`src/rtl/store_narrow_if.sv`:
```
// Store request and byte-wide memory write port of the store narrowing unit.
// The slave modport is the unit itself; the master side is the core plus the data RAM.
interface store_narrow_if #(
    parameter int ADDR_W = 32
);
    logic              st_valid;
    logic              st_ready;
    logic [ADDR_W-1:0] st_addr;
    logic [31:0]       st_data;
    logic [1:0]        st_size;
    logic              mem_wr;
    logic [ADDR_W-1:0] mem_addr;
    logic [7:0]        mem_byte;
    logic              mem_ack;
    logic              busy;
    logic              done;
    logic              align_err;

    modport slave (
        input  st_valid, st_addr, st_data, st_size, mem_ack,
        output st_ready, mem_wr, mem_addr, mem_byte, busy, done, align_err
    );

    modport master (
        output st_valid, st_addr, st_data, st_size, mem_ack,
        input  st_ready, mem_wr, mem_addr, mem_byte, busy, done, align_err
    );
endinterface

```
`src/rtl/store_narrow.sv`:
```
// Narrows a register value to byte/half/word and writes it big-endian, one byte
// per acknowledged beat, onto the byte-wide data RAM port.
//
// state | meaning
// IDLE  | ready for a store request; alignment checked on accept
// SEND  | driving beat beat_q of last_q+1 beats, waiting for mem_ack
module store_narrow #(
    parameter int ADDR_W = 32
) (
    input  logic           clk_i,
    input  logic           rst_i,
    store_narrow_if.slave  bus_io
);
    typedef enum logic {
        IDLE = 1'b0,
        SEND = 1'b1
    } state_e;

    state_e            state_q, state_d;
    logic [31:0]       data_q, data_d;
    logic [ADDR_W-1:0] base_q, base_d;
    logic [1:0]        beat_q, beat_d;
    logic [1:0]        last_q, last_d;
    logic              done_q, done_d;
    logic              align_err_q, align_err_d;

    logic              accept;
    logic              misaligned;
    logic [1:0]        byte_sel;
    logic [31:0]       shifted;

    always_ff @(posedge clk_i or posedge rst_i) begin
        if (rst_i) begin
            state_q     <= IDLE;
            data_q      <= '0;
            base_q      <= '0;
            beat_q      <= '0;
            last_q      <= '0;
            done_q      <= 1'b0;
            align_err_q <= 1'b0;
        end else begin
            state_q     <= state_d;
            data_q      <= data_d;
            base_q      <= base_d;
            beat_q      <= beat_d;
            last_q      <= last_d;
            done_q      <= done_d;
            align_err_q <= align_err_d;
        end
    end

    always_comb begin
        misaligned = 1'b1;
        unique case (bus_io.st_size)
            2'b00:   misaligned = 1'b0;
            2'b01:   misaligned = bus_io.st_addr[0];
            2'b10:   misaligned = |bus_io.st_addr[1:0];
            default: misaligned = 1'b1;
        endcase
    end

    assign accept = bus_io.st_valid && (state_q == IDLE);

    always_comb begin
        state_d     = state_q;
        data_d      = data_q;
        base_d      = base_q;
        beat_d      = beat_q;
        last_d      = last_q;
        done_d      = 1'b0;
        align_err_d = 1'b0;
        unique case (state_q)
            IDLE: begin
                if (accept) begin
                    if (misaligned) begin
                        align_err_d = 1'b1;
                    end else begin
                        state_d = SEND;
                        base_d  = bus_io.st_addr;
                        beat_d  = 2'd0;
                        // Truncate now so later beats never see stale upper bytes.
                        unique case (bus_io.st_size)
                            2'b00: begin
                                data_d = {24'h0, bus_io.st_data[7:0]};
                                last_d = 2'd0;
                            end
                            2'b01: begin
                                data_d = {16'h0, bus_io.st_data[15:0]};
                                last_d = 2'd1;
                            end
                            default: begin
                                data_d = bus_io.st_data;
                                last_d = 2'd3;
                            end
                        endcase
                    end
                end
            end
            SEND: begin
                if (bus_io.mem_ack) begin
                    if (beat_q == last_q) begin
                        state_d = IDLE;
                        beat_d  = 2'd0;
                        done_d  = 1'b1;
                    end else begin
                        beat_d = beat_q + 2'd1;
                    end
                end
            end
            default: state_d = IDLE;
        endcase
    end

    // Big-endian: first beat carries the most significant stored byte.
    assign byte_sel = last_q - beat_q;
    assign shifted  = data_q >> {byte_sel, 3'b000};

    assign bus_io.st_ready  = (state_q == IDLE) && !rst_i;
    assign bus_io.mem_wr    = (state_q == SEND);
    assign bus_io.busy      = (state_q == SEND);
    assign bus_io.mem_addr  = (state_q == SEND) ? base_q + ADDR_W'(beat_q) : '0;
    assign bus_io.mem_byte  = (state_q == SEND) ? shifted[7:0] : 8'h00;
    assign bus_io.done      = done_q;
    assign bus_io.align_err = align_err_q;
endmodule

```
`src/flat_wrapper.sv`:
```
// flat-port wrapper written by rule: the top's interface ports become plain ports
module store_narrow_flat 
#(
    parameter int ADDR_W = 32
)
  (clk_i, rst_i, bus_io_st_valid, bus_io_st_addr, bus_io_st_data, bus_io_st_size, bus_io_mem_ack, bus_io_st_ready, bus_io_mem_wr, bus_io_mem_addr, bus_io_mem_byte, bus_io_busy, bus_io_done, bus_io_align_err);
  store_narrow_if #(.ADDR_W(ADDR_W)) bus_io_i ();
  input  logic clk_i;
  input  logic rst_i;
  input wire logic [$bits(bus_io_i.st_valid)-1:0] bus_io_st_valid;
  input wire logic [$bits(bus_io_i.st_addr)-1:0] bus_io_st_addr;
  input wire logic [$bits(bus_io_i.st_data)-1:0] bus_io_st_data;
  input wire logic [$bits(bus_io_i.st_size)-1:0] bus_io_st_size;
  input wire logic [$bits(bus_io_i.mem_ack)-1:0] bus_io_mem_ack;
  output wire logic [$bits(bus_io_i.st_ready)-1:0] bus_io_st_ready;
  output wire logic [$bits(bus_io_i.mem_wr)-1:0] bus_io_mem_wr;
  output wire logic [$bits(bus_io_i.mem_addr)-1:0] bus_io_mem_addr;
  output wire logic [$bits(bus_io_i.mem_byte)-1:0] bus_io_mem_byte;
  output wire logic [$bits(bus_io_i.busy)-1:0] bus_io_busy;
  output wire logic [$bits(bus_io_i.done)-1:0] bus_io_done;
  output wire logic [$bits(bus_io_i.align_err)-1:0] bus_io_align_err;
  assign bus_io_i.st_valid = bus_io_st_valid;
  assign bus_io_i.st_addr = bus_io_st_addr;
  assign bus_io_i.st_data = bus_io_st_data;
  assign bus_io_i.st_size = bus_io_st_size;
  assign bus_io_i.mem_ack = bus_io_mem_ack;
  assign bus_io_st_ready = bus_io_i.st_ready;
  assign bus_io_mem_wr = bus_io_i.mem_wr;
  assign bus_io_mem_addr = bus_io_i.mem_addr;
  assign bus_io_mem_byte = bus_io_i.mem_byte;
  assign bus_io_busy = bus_io_i.busy;
  assign bus_io_done = bus_io_i.done;
  assign bus_io_align_err = bus_io_i.align_err;
  store_narrow #(.ADDR_W(ADDR_W)) u_core (.clk_i(clk_i), .rst_i(rst_i), .bus_io(bus_io_i));
endmodule
```
`config.mk`:
```
export PLATFORM = sky130hd
export DESIGN_NAME = store_narrow_flat
export DESIGN_NICKNAME = d
export VERILOG_FILES = /design/src/rtl/store_narrow_if.sv /design/src/rtl/store_narrow.sv /design/src/flat_wrapper.sv
export SDC_FILE = /design/constraint.sdc
export NUM_CORES = 1
export LEC_CHECK = 0
export BUFFER_PORTS_ARGS = -buffer_cell sky130_fd_sc_hd__buf_2
export CAP_MARGIN = 5
export CORE_ASPECT_RATIO = 0.75
export CORE_MARGIN = 4
export CORE_UTILIZATION = 35
export DETAILED_ROUTE_END_ITERATION = 16
export SLEW_MARGIN = 20
export SYNTH_ARGS = -nofsm -noshare
export SYNTH_HDL_FRONTEND = slang
export SYNTH_SLANG_ARGS = --single-unit
```
`constraint.sdc`:
```
create_clock -name clk_i -period 1.9 [get_ports clk_i]
set_input_delay 0 -clock clk_i [delete_from_list [all_inputs] [get_ports clk_i]]
set_output_delay 0 -clock clk_i [all_outputs]
set_load 0.005 [all_outputs]
```
==> results of run 1 <==
per-stage QoR:
stage               hold WS [ns]  setup TNS (ns)
finish                    0.0592          -13.09
global route              0.0621          -16.60
CTS                       0.0516          -11.21
detailed placement         0.133           -3.58
global placement           0.121           -2.73
floorplan                 0.0269           -2.28
tightest hold or removal path, stage by stage:
cell	delay, ns
buf_2	0.09
a21oi_1	0.07
nor3_1	0.18
layout make-up:
| cell class | instances | area (sq um) | area share [%] |
|---|---|---|---|
| clock buffer | 9 | 225 | 3.51 |
| clock inverter | 7 | 72.6 | 1.13 |
| inverter | 6 | 22.5 | 0.351 |
| multi-input combinational | 295 | 2280 | 35.5 |
| sequential | 71 | 1780 | 27.7 |
| tap | 136 | 170 | 2.65 |
| timing repair buffer | 246 | 1880 | 29.2 |
final timing paths:
check / from / end / slack [ns] / depth (start not counted)
max: u_core.beat_q[0]$_DFFE_PP0P_ / bus_io_mem_addr[30] / -0.64 / 8
min: bus_io_st_size[1] / u_core.bus_io.align_err$_DFF_PP0_ / 0.06 / 3
max reg2reg: u_core.bus_io.busy$_DFF_PP0_ / u_core.data_q[3]$_DFFE_PP0P_ / 0.39 / 4
min reg2reg: u_core.data_q[22]$_DFFE_PP0P_ / u_core.data_q[22]$_DFFE_PP0P_ / 0.48 / 2
max in group asynchronous: rst_i / u_core.data_q[22]$_DFFE_PP0P_ / 1.28 / 4
min in group asynchronous: rst_i / u_core.bus_io.align_err$_DFF_PP0_ / 0.32 / 4
state kept, by name, indices dropped and copies added (netlist names):
register	flops
u_core.base_q	32
u_core.data_q	32
u_core.beat_q	2
u_core.last_q	2
u_core.bus_io.align_err	1
u_core.bus_io.busy	1
u_core.bus_io.done	1
cell usage in the layout (no fill, tap or decap), types with 6 or more instances in the layout:
master           n
a21oi_1         20
buf_2          114
buf_4           44
buf_6           13
clkbuf_16        9
dfrtp_1         71
dlygate4sd3_1   67
mux2_2          41
mux2i_1          6
mux2i_4          7
nand2_1         60
nand3_1          9
nand4_1          7
nor2_1          14
o21ai_0         31
o22ai_1          7
o31ai_1         11
or3_1            7
or4_1           10
xnor2_1          9
timing repair:
| item | CTS | global route |
|---|---|---|
| setup buffers | 12 | 9 |
| resized for setup | 51 | 22 |
| endpoints found under the hold margin | 137 | 0 |
| gates cloned | 2 | 1 |
| endpoints found under the setup margin | 33 | 37 |
| hold buffers | 67 | 0 |
| pin swaps | 29 | 21 |
cells by family after synthesis:
| kind of cell | synth area share (%) |
|---|---|
| simple gates | 18.3 |
| compound gates | 11.6 |
| flops | 45.8 |
| mux | 16.0 |
| buf+inv | 3.61 |
| xor+xnor | 3.13 |
| fa+ha+maj | 1.48 |
power groups by stage:
stage / clock [W] / combinational, W / sequential (W)
floorplan: 0 / 0.00238 / 0.00276
global placement: 0 / 0.00432 / 0.00270
detailed placement: 0 / 0.00436 / 0.00273
CTS: 0.00172 / 0.00548 / 0.00279
global route: 0.00179 / 0.00622 / 0.00293
finish: 0.00168 / 0.00575 / 0.00284
metal layers:
layer	global-route usage, %	wire length, um	share of wire [%]	vias to the layer above
met5	0	0	0	-
met3	4.29	559	4.4	20
li1	-	-	-	1905
met2	32.5	6130	49	127
met4	5.11	183	1.5	0
met1	25.7	5690	45	1888
==> results.sh, run 1 <==
export IMPL_fin_crit_ns=2.54
export IMPL_ys_ff_latch=71
export IMPL_peakVddDrop_mv=0.757
export IMPL_ant_nets=0
export IMPL_cts_buffer_depth=2
export IMPL_max_freq_ghz=0.393
export IMPL_grt_first_pass_wirelength_mm=19.7
export IMPL_grt_antenna_before_repair=0
export IMPL_track_usage_pct=19.4
export IMPL_synth_distinct_cells=40
export IMPL_powerDensity_mw_per_mm2=1600
export IMPL_synth_edf_count=0
export IMPL_dp_cells=666
export IMPL_critPathMaxFanout=4
export IMPL_synth_area_leader_cell="dfrtp_1"
export IMPL_first_pass_iters=4
export IMPL_cp_cell_sequence="ha_2 -> fa_2 -> nand4_1 -> buf_6 -> or4_4 -> or4_4 -> a21oi_2 -> buf_2"
export IMPL_clock_skew_ns=0.00537
export IMPL_power_switching_share_pct=37.9
export IMPL_critPathKind="reg2out"
export IMPL_rsz0062_at_grt="yes"
export IMPL_seq_area_frac_synth_pct=45.8
export IMPL_grt_ovfl_total=0
export IMPL_antenna_cells=0
export IMPL_nFillCells=892
export IMPL_synth_fp_nets=470
export IMPL_synth_most_common_cell="dfrtp_1"
export IMPL_slowest_delay_ns=0.49
export IMPL_route_detailed_wl_per_inst_um=16.3
export IMPL_synth_ff_type="dfrtp_1"
export IMPL_grt_max_degree=72
export IMPL_place_ws_ns=-0.340
export IMPL_vias_per_cell=5.12
export IMPL_crit_buf_inv=2
export IMPL_p_switching_w=0.00389
export IMPL_finalMaxSlewViolations=0
export IMPL_internal_power_w=0.00638
export IMPL_setup_viol=36
export IMPL_htree_levels=3
export IMPL_synth_area_leaders="dfrtp_1 46%, mux2_2 12%, nand2_1 5.8%"
export IMPL_status="finished, violations left"
export IMPL_coreArea_sq_mm=0.0105
export IMPL_synth_common_cells="71 x dfrtp_1, 60 x nand2_1, 41 x mux2_2"
export IMPL_rows=32
export IMPL_detailed_place_hpwl_mm=7.99
export IMPL_finalWirelength_mm=12.6
export IMPL_drtIter0Drc=182
export IMPL_area_delta_synth_final_pct=65.6
export IMPL_finalHoldViolations=0
export IMPL_p_leak_nw=2.91
export IMPL_end_kind="primary output"
export IMPL_seqPwrFrac_pct=27.6
export IMPL_drc=0
export IMPL_required_ns=1.90
export IMPL_pin_count=115
export IMPL_path_clk_slew_ns=0.06
export IMPL_avgSynthCellArea_sq_um=9.79
export IMPL_critPathLaunchType="flip-flop"
export IMPL_crit_top_cell="or4_4"
export IMPL_fin_total_pwr_w=0.0103
export IMPL_dieWidth_um=130
export IMPL_crit_slowest_cell="or4_4"
export IMPL_dieHeight_um=99.2
export IMPL_fin_cells=770
export IMPL_cap_viol_max_count=0
export IMPL_violations="setup timing"
export IMPL_nets=703
export IMPL_die_area_sq_mm=0.0128
export IMPL_synth_async_reset_ratio_pct=100
export IMPL_clock_sinks=71
export IMPL_synthCells=396
export IMPL_gp_congestion=0.789
export IMPL_clockPowerShare_pct=16.4
export IMPL_finalWorstSetupSlack_ns=-0.644
export IMPL_final_area_sq_mm=0.00642
export IMPL_place_port_buffers=114
export IMPL_layout_drive_gt1_share_pct=44.3
export IMPL_utilization_pct=61.0
export IMPL_via_count=3940
export IMPL_start_util_pct=36.8
export IMPL_numCtsBuffers=9
export IMPL_insertion_delay_ns=0.33
export IMPL_combPwrFrac_pct=56.0
export IMPL_placed_area_sq_mm=0.00490
export IMPL_netlist_area_sq_mm=0.00388
export IMPL_period_share_pct=134
export IMPL_grt_pass1_vias=3955
export IMPL_synth_top_cell_area_share_pct=45.8
export IMPL_worstMarginPinSlew_ns=0.423
export IMPL_yosys_warnings=0
export IMPL_path_delay_family="simple AND/OR/NAND/NOR gates"
export IMPL_hp_class="in2reg"
export IMPL_slew_headroom_pct=71.6
export IMPL_tritoncts="yes"
export IMPL_cts_root_buf="clkbuf_16"
export IMPL_worst_ep_arrival_time_ns=2.54
Power figures use the tool's default switching activity.
==> inputs of run 2 (changes only) <==
--- a/config.mk
+++ b/config.mk
@@ -6,11 +6,15 @@
 export NUM_CORES = 1
 export LEC_CHECK = 0
 export BUFFER_PORTS_ARGS = -buffer_cell sky130_fd_sc_hd__buf_2
-export CAP_MARGIN = 5
+export CAP_MARGIN = 30
+export CELL_PAD_IN_SITES_DETAIL_PLACEMENT = 0
+export CELL_PAD_IN_SITES_GLOBAL_PLACEMENT = 2
 export CORE_ASPECT_RATIO = 0.75
 export CORE_MARGIN = 4
-export CORE_UTILIZATION = 35
+export CORE_UTILIZATION = 28
+export CTS_CLUSTER_DIAMETER = 50
 export DETAILED_ROUTE_END_ITERATION = 16
+export PLACE_DENSITY_LB_ADDON = 0.1
 export SLEW_MARGIN = 20
 export SYNTH_ARGS = -nofsm -noshare
 export SYNTH_HDL_FRONTEND = slang
==> run 2 against run 1 <==
Global-route usage down 3.5 points. Utilization fell by 14 points. Critical endpoint is now bus_io_mem_addr[31]. The flow still finishes with violations (setup timing). First-iteration DRC count up 24%. Die area up 23%. Via count fell by 4.4%. Routed wire length decreased by 0.22%. Register-to-register slack improved by 0.04 ns. Flip-flop and latch count unchanged. Maximum frequency grew 2.9%. Hold slack worse by 0.032 ns.
==> results.sh, run 2 (synthesis results as in run 1) <==
export IMPL_pin_count=115
export IMPL_numCtsBuffers=9
export IMPL_finalWirelength_mm=12.5
export IMPL_end_kind="primary output"
export IMPL_finalWorstSetupSlack_ns=-0.572
export IMPL_place_ws_ns=-0.289
export IMPL_fin_crit_ns=2.47
export IMPL_dieWidth_um=144
export IMPL_p_leak_nw=2.88
export IMPL_utilization_pct=47.5
export IMPL_grt_antenna_before_repair=0
export IMPL_worst_ep_arrival_time_ns=2.47
export IMPL_first_pass_iters=4
export IMPL_status="finished, violations left"
export IMPL_insertion_delay_ns=0.33
export IMPL_die_area_sq_mm=0.0158
export IMPL_grt_max_degree=72
export IMPL_rsz0062_at_grt="yes"
export IMPL_worstMarginPinSlew_ns=0.412
export IMPL_mostFrequentLayoutCells="114 x buf_2, 71 x dfrtp_1, 66 x dlygate4sd3_1, 60 x nand2_1, 49 x buf_4"
export IMPL_slew_headroom_pct=72.5
export IMPL_setup_viol=32
export IMPL_start_util_pct=29.2
export IMPL_peakVddDrop_mv=0.554
export IMPL_finalHoldViolations=0
export IMPL_violations="setup timing"
export IMPL_track_usage_pct=16.0
export IMPL_vias_per_cell=4.71
export IMPL_rows=36
export IMPL_required_ns=1.90
export IMPL_via_count=3767
export IMPL_gp_congestion=0.743
export IMPL_max_freq_ghz=0.405
export IMPL_layout_drive_gt1_share_pct=44.0
export IMPL_tritoncts="yes"
export IMPL_path_clk_slew_ns=0.06
export IMPL_coreArea_sq_mm=0.0133
export IMPL_critPathLaunchType="flip-flop"
export IMPL_final_common_cell="buf_2"
export IMPL_grt_pass1_vias=3808
export IMPL_drc=0
export IMPL_cts_root_buf="clkbuf_16"
export IMPL_hp_class="in2reg"
export IMPL_fin_cells=800
export IMPL_critPathKind="reg2out"
export IMPL_ant_nets=0
export IMPL_detailed_place_hpwl_mm=8.32
export IMPL_place_port_buffers=114
export IMPL_dp_cells=709
export IMPL_area_delta_synth_final_pct=62.7
export IMPL_nets=699
export IMPL_cap_viol_max_count=0
export IMPL_finalMaxSlewViolations=0
export IMPL_period_share_pct=130
export IMPL_grt_first_pass_wirelength_mm=19.6
export IMPL_clock_sinks=71
export IMPL_reg_largest_list="u_core.base_q: 32 flops, u_core.data_q: 32 flops"
export IMPL_tns_ns=-10.81
export IMPL_clock_skew_ns=0.00677
export IMPL_route_detailed_wl_per_inst_um=15.7
export IMPL_dieHeight_um=110
export IMPL_powerDensity_mw_per_mm2=1510
export IMPL_critPathMaxFanout=8
export IMPL_grt_ovfl_total=0
export IMPL_antenna_cells=0
export IMPL_cts_buffer_depth=2
export IMPL_htree_levels=3
export IMPL_drtIter0Drc=225
run 2: cell count changes in the layout (fill, tap and decap cells not counted), moves of 2 or more:
| cell | before | now |
|---|---|---|
| buf_4 | 44 | 49 |
| or3_1 | 7 | 5 |
| a21oi_1 | 20 | 8 |
| mux2i_4 | 7 | 0 |
| a21oi_2 | 2 | 14 |
| clkinvlp_4 | 2 | 0 |
| mux2i_1 | 6 | 14 |
| buf_6 | 13 | 7 |
| clkbuf_1 | 0 | 2 |
run 2: worst max-delay path, cell delays in order (launching register included):
cell and delay [ns]:
dfrtp_1 0.40, ha_1 0.32, a21oi_4 0.06, or4_4 0.45, buf_6 0.17, or4b_1 0.48
a21oi_2 0.13, buf_2 0.12
run 2: stage by stage:
stage,cell area (sq um),power (W),hold WS (ns)
floorplan,3880,0.00514,0.0269
global placement,5020,0.00714,0.138
detailed placement,5020,0.00717,0.143
CTS,6200,0.00951,0.00556
global route,6310,0.0102,0.0273
finish,6310,0.00951,0.0274
run 2: power by group:
part           leakage (nW)  switching (W)  internal, W
registers             0.873       0.000508      0.00223
clock network         0.143       0.000639      0.00105
logic                  1.86        0.00241      0.00267
run 2: metal layers:
layer	vias to the layer above	part of all wire, %	track usage, %
met4	0	0.87	3.63
met1	1784	51	23.6
met5	-	0	0
met3	9	5.0	3.57
li1	1882	-	-
met2	92	43	23.7
run 2: final timing paths:
check                                               from                                end  slack (ns)  cells after the start
setup reg to reg            u_core.bus_io.busy$_DFF_PP0_       u_core.data_q[0]$_DFFE_PP0P_        0.43                      4
hold / removal                            bus_io_mem_ack       u_core.bus_io.done$_DFF_PP0_        0.03                      3
hold reg to reg            u_core.data_q[27]$_DFFE_PP0P_      u_core.data_q[27]$_DFFE_PP0P_        0.47                      2
min in group asynchronous                          rst_i  u_core.bus_io.align_err$_DFF_PP0_        0.32                      4
max in group asynchronous                          rst_i      u_core.base_q[24]$_DFFE_PP0P_        1.26                      4
setup / recovery            u_core.beat_q[1]$_DFFE_PP0P_                bus_io_mem_addr[31]       -0.57                      7
run 2: repair_timing:
| item | 4_1_cts | 5_1_grt |
|---|---|---|
| setup endpoints to repair | 34 | 36 |
| resized for setup | 34 | 21 |
| endpoints found under the hold margin | 136 | 0 |
| buffers inserted | 6 | 3 |
| hold buffers | 66 | 0 |
| cloned | 2 | 0 |
| pin swaps | 30 | 7 |
run 2: final cells by class:
cell class / count / area (sq um)
well taps: 171 / 214
repair buffers: 243 / 1810
clock buffers: 12 / 246
inverters: 6 / 22.5
clock inverters: 3 / 43.8
multi-input cells: 294 / 2190
flip-flops and latches: 71 / 1780
fillers: 1266 / 6980
==> inputs of run 3 (changes only) <==
--- a/config.mk
+++ b/config.mk
@@ -11,10 +11,11 @@
 export CELL_PAD_IN_SITES_GLOBAL_PLACEMENT = 2
 export CORE_ASPECT_RATIO = 0.75
 export CORE_MARGIN = 4
-export CORE_UTILIZATION = 28
+export CORE_UTILIZATION = 34
 export CTS_CLUSTER_DIAMETER = 50
 export DETAILED_ROUTE_END_ITERATION = 16
 export PLACE_DENSITY_LB_ADDON = 0.1
+export SETUP_SLACK_MARGIN = 0.1
 export SLEW_MARGIN = 20
 export SYNTH_ARGS = -nofsm -noshare
 export SYNTH_HDL_FRONTEND = slang
==> constraint.sdc (replaced) <==
create_clock -name clk_i -period 2.9 [get_ports clk_i]
set_input_delay 0 -clock clk_i [delete_from_list [all_inputs] [get_ports clk_i]]
set_output_delay 0 -clock clk_i [all_outputs]
set_load 0.005 [all_outputs]
==> run 3 against run 2 <==
The flow now finishes without violations. Non-clock buffer count down 54. Flip-flop and latch count did not move. Combinational power down 53%. Global-route usage up 1.8 points. Final cell count decreased by 11%. Worst setup slack better by 0.84 ns. Count of clock-buffer cells in the layout down 2. Die area fell by 17%. Design area down 12%.
==> results.sh, run 3 (synthesis results as in run 1) <==
export IMPL_status="finished, final reports clean"
export IMPL_grt_first_pass_wirelength_mm=18.8
export IMPL_mostFrequentLayoutCells="114 x buf_2, 70 x dfrtp_1, 66 x dlygate4sd3_1, 60 x nand2_1, 41 x mux2_2"
export IMPL_period_share_pct=90.7
export IMPL_p_leak_nw=2.53
export IMPL_area_delta_synth_final_pct=43.7
export IMPL_hp_class="in2reg"
export IMPL_worst_r2r_setup_slack_ns=1.09
export IMPL_clock_skew_ns=0.00390
export IMPL_grt_ovfl_total=0
export IMPL_nets=645
export IMPL_critPathMaxFanout=18
export IMPL_worstMarginPinSlew_ns=0.796
export IMPL_coreArea_sq_mm=0.0110
export IMPL_rows=33
export IMPL_first_pass_iters=4
export IMPL_grt_max_degree=47
export IMPL_post_cts_buffers=0
export IMPL_layout_drive_gt1_share_pct=33.5
export IMPL_powerDensity_mw_per_mm2=956
export IMPL_critical_path_depth=6
export IMPL_placed_area_sq_mm=0.00462
export IMPL_drc=0
export IMPL_cts_root_buf="clkbuf_16"
export IMPL_nFillCells=1029
export IMPL_path_delay_family="simple AND/OR/NAND/NOR gates"
export IMPL_antenna_cells=0
export IMPL_worst_ep_arrival_time_ns=2.63
export IMPL_finalHoldViolations=0
export IMPL_track_usage_pct=17.8
export IMPL_holdWs_ns=0.0249
export IMPL_crit_end="bus_io_mem_addr[25]"
export IMPL_end_kind="primary output"
export IMPL_grt_pass1_vias=3676
export IMPL_fin_crit_ns=2.63
export IMPL_ant_nets=0
export IMPL_required_ns=2.90
export IMPL_pin_count=115
export IMPL_max_freq_ghz=0.380
export IMPL_route_detailed_wl_per_inst_um=15.7
export IMPL_crit_start="u_core.beat_q[1]$_DFFE_PP0P_"
export IMPL_rsz0062_at_grt="no"
export IMPL_setup_viol=0
export IMPL_critPathLaunchType="flip-flop"
export IMPL_crit_slowest_cell="or4_4"
export IMPL_slew_headroom_pct=46.9
export IMPL_reg_largest_list="u_core.base_q: 32 flops, u_core.data_q: 32 flops"
export IMPL_clock_sinks=71
export IMPL_vias_per_cell=4.97
export IMPL_die_area_sq_mm=0.0132
export IMPL_crit_buf_inv=1
export IMPL_timing_rr_end="u_core.data_q[0]$_DFFE_PP0P_"
export IMPL_gp_congestion=0.780
export IMPL_path_clk_slew_ns=0.06
export IMPL_start_util_pct=35.2
export IMPL_final_common_cell="buf_2"
export IMPL_critPathKind="reg2out"
export IMPL_cap_viol_max_count=0
export IMPL_final_area_sq_mm=0.00557
export IMPL_htree_levels=3
export IMPL_dieWidth_um=131
export IMPL_finalWorstSetupSlack_ns=0.268
export IMPL_r2r_start="u_core.bus_io.busy$_DFF_PP0_"
export IMPL_place_ws_ns=0.450
export IMPL_crit_top_cell="a21oi_1"
export IMPL_cp_cell_sequence="ha_1 -> a21oi_1 -> or4_4 -> or4_1 -> a21oi_1 -> buf_2"
export IMPL_finalMaxSlewViolations=0
export IMPL_finalWirelength_mm=11.2
export IMPL_r2r_cells=4
export IMPL_dieHeight_um=100
export IMPL_place_port_buffers=114
export IMPL_cts_buffer_depth=2
export IMPL_slowest_delay_ns=0.61
export IMPL_tritoncts="yes"
export IMPL_peakVddDrop_mv=0.402
export IMPL_insertion_delay_ns=0.33
export IMPL_detailed_place_hpwl_mm=7.72
export IMPL_numCtsBuffers=9
export IMPL_grt_antenna_before_repair=0
export IMPL_via_count=3558
export IMPL_drtIter0Drc=177
export IMPL_tns_ns=0
==> run 3: area by class of cell <==
cell class	count	area (sq um)	area share (%)
Multi-Input combinational cell	294	1980	35.6
Sequential cell	71	1780	31.9
Timing Repair Buffer	189	1340	24.0
Clock buffer	10	239	4.29
Tap cell	140	175	3.14
Clock inverter	6	36.3	0.651
Inverter	6	22.5	0.404
==> run 3: worst min-delay path by stage <==
| stage | from | end | slack (ns) | cells past startpoint |
|---|---|---|---|---|
| floorplan | rst_i | bus_io_st_ready | 0.03 | 1 |
| global placement | rst_i | u_core.bus_io.done$_DFF_PP0_ | 0.18 | 2 |
| detailed placement | rst_i | u_core.last_q[0]$_DFFE_PP0P_ | 0.19 | 2 |
| CTS | bus_io_mem_ack | u_core.bus_io.done$_DFF_PP0_ | 0.002 | 3 |
| global route | bus_io_mem_ack | u_core.bus_io.done$_DFF_PP0_ | 0.02 | 3 |
| finish | bus_io_mem_ack | u_core.bus_io.done$_DFF_PP0_ | 0.02 | 3 |
==> run 3: stage by stage <==
step	total power, W	util (%)	cells
after global placement	0.00423	41.9	634
after floorplan	0.00337	-	396
after global routing	0.00574	50.5	716
after detailed placement	0.00426	41.9	634
final	0.00533	50.5	716
after CTS	0.00538	50.4	716
==> run 3: per-layer routing <==
metal  up-vias  share of wire [%]  track usage (%)
met5         -                  0                0
met4         0                1.2             5.08
met3        11                4.7             4.39
met2        85                 44             27.0
met1      1680                 50             25.4
li1       1782                  -                -
==> run 3: where the power goes <==
group | total [W] | internal [W] | switching (W)
logic | 0.00237 | 0.00120 | 0.00116
registers | 0.00194 | 0.00146 | 0.000476
clock network | 0.00102 | 0.000597 | 0.000424
total | 0.00533 | 0.00326 | 0.00206
==> run 3: timing repair <==
item | in CTS | in global routing
endpoints found under the hold margin | 96 | 0
setup endpoints to repair | 3 | 6
hold buffers | 66 | 0
resized for setup | 1 | 3
==> run 3: worst reg2reg max path, delay by kind of cell (launching register included) <==
kind	cells	cell delay, ns
buffers and inverters	1	0.30
muxes	1	0.38
DFF	1	0.50
AOI/OAI and AO/OA	1	0.32
and+or+nand+nor	1	0.19
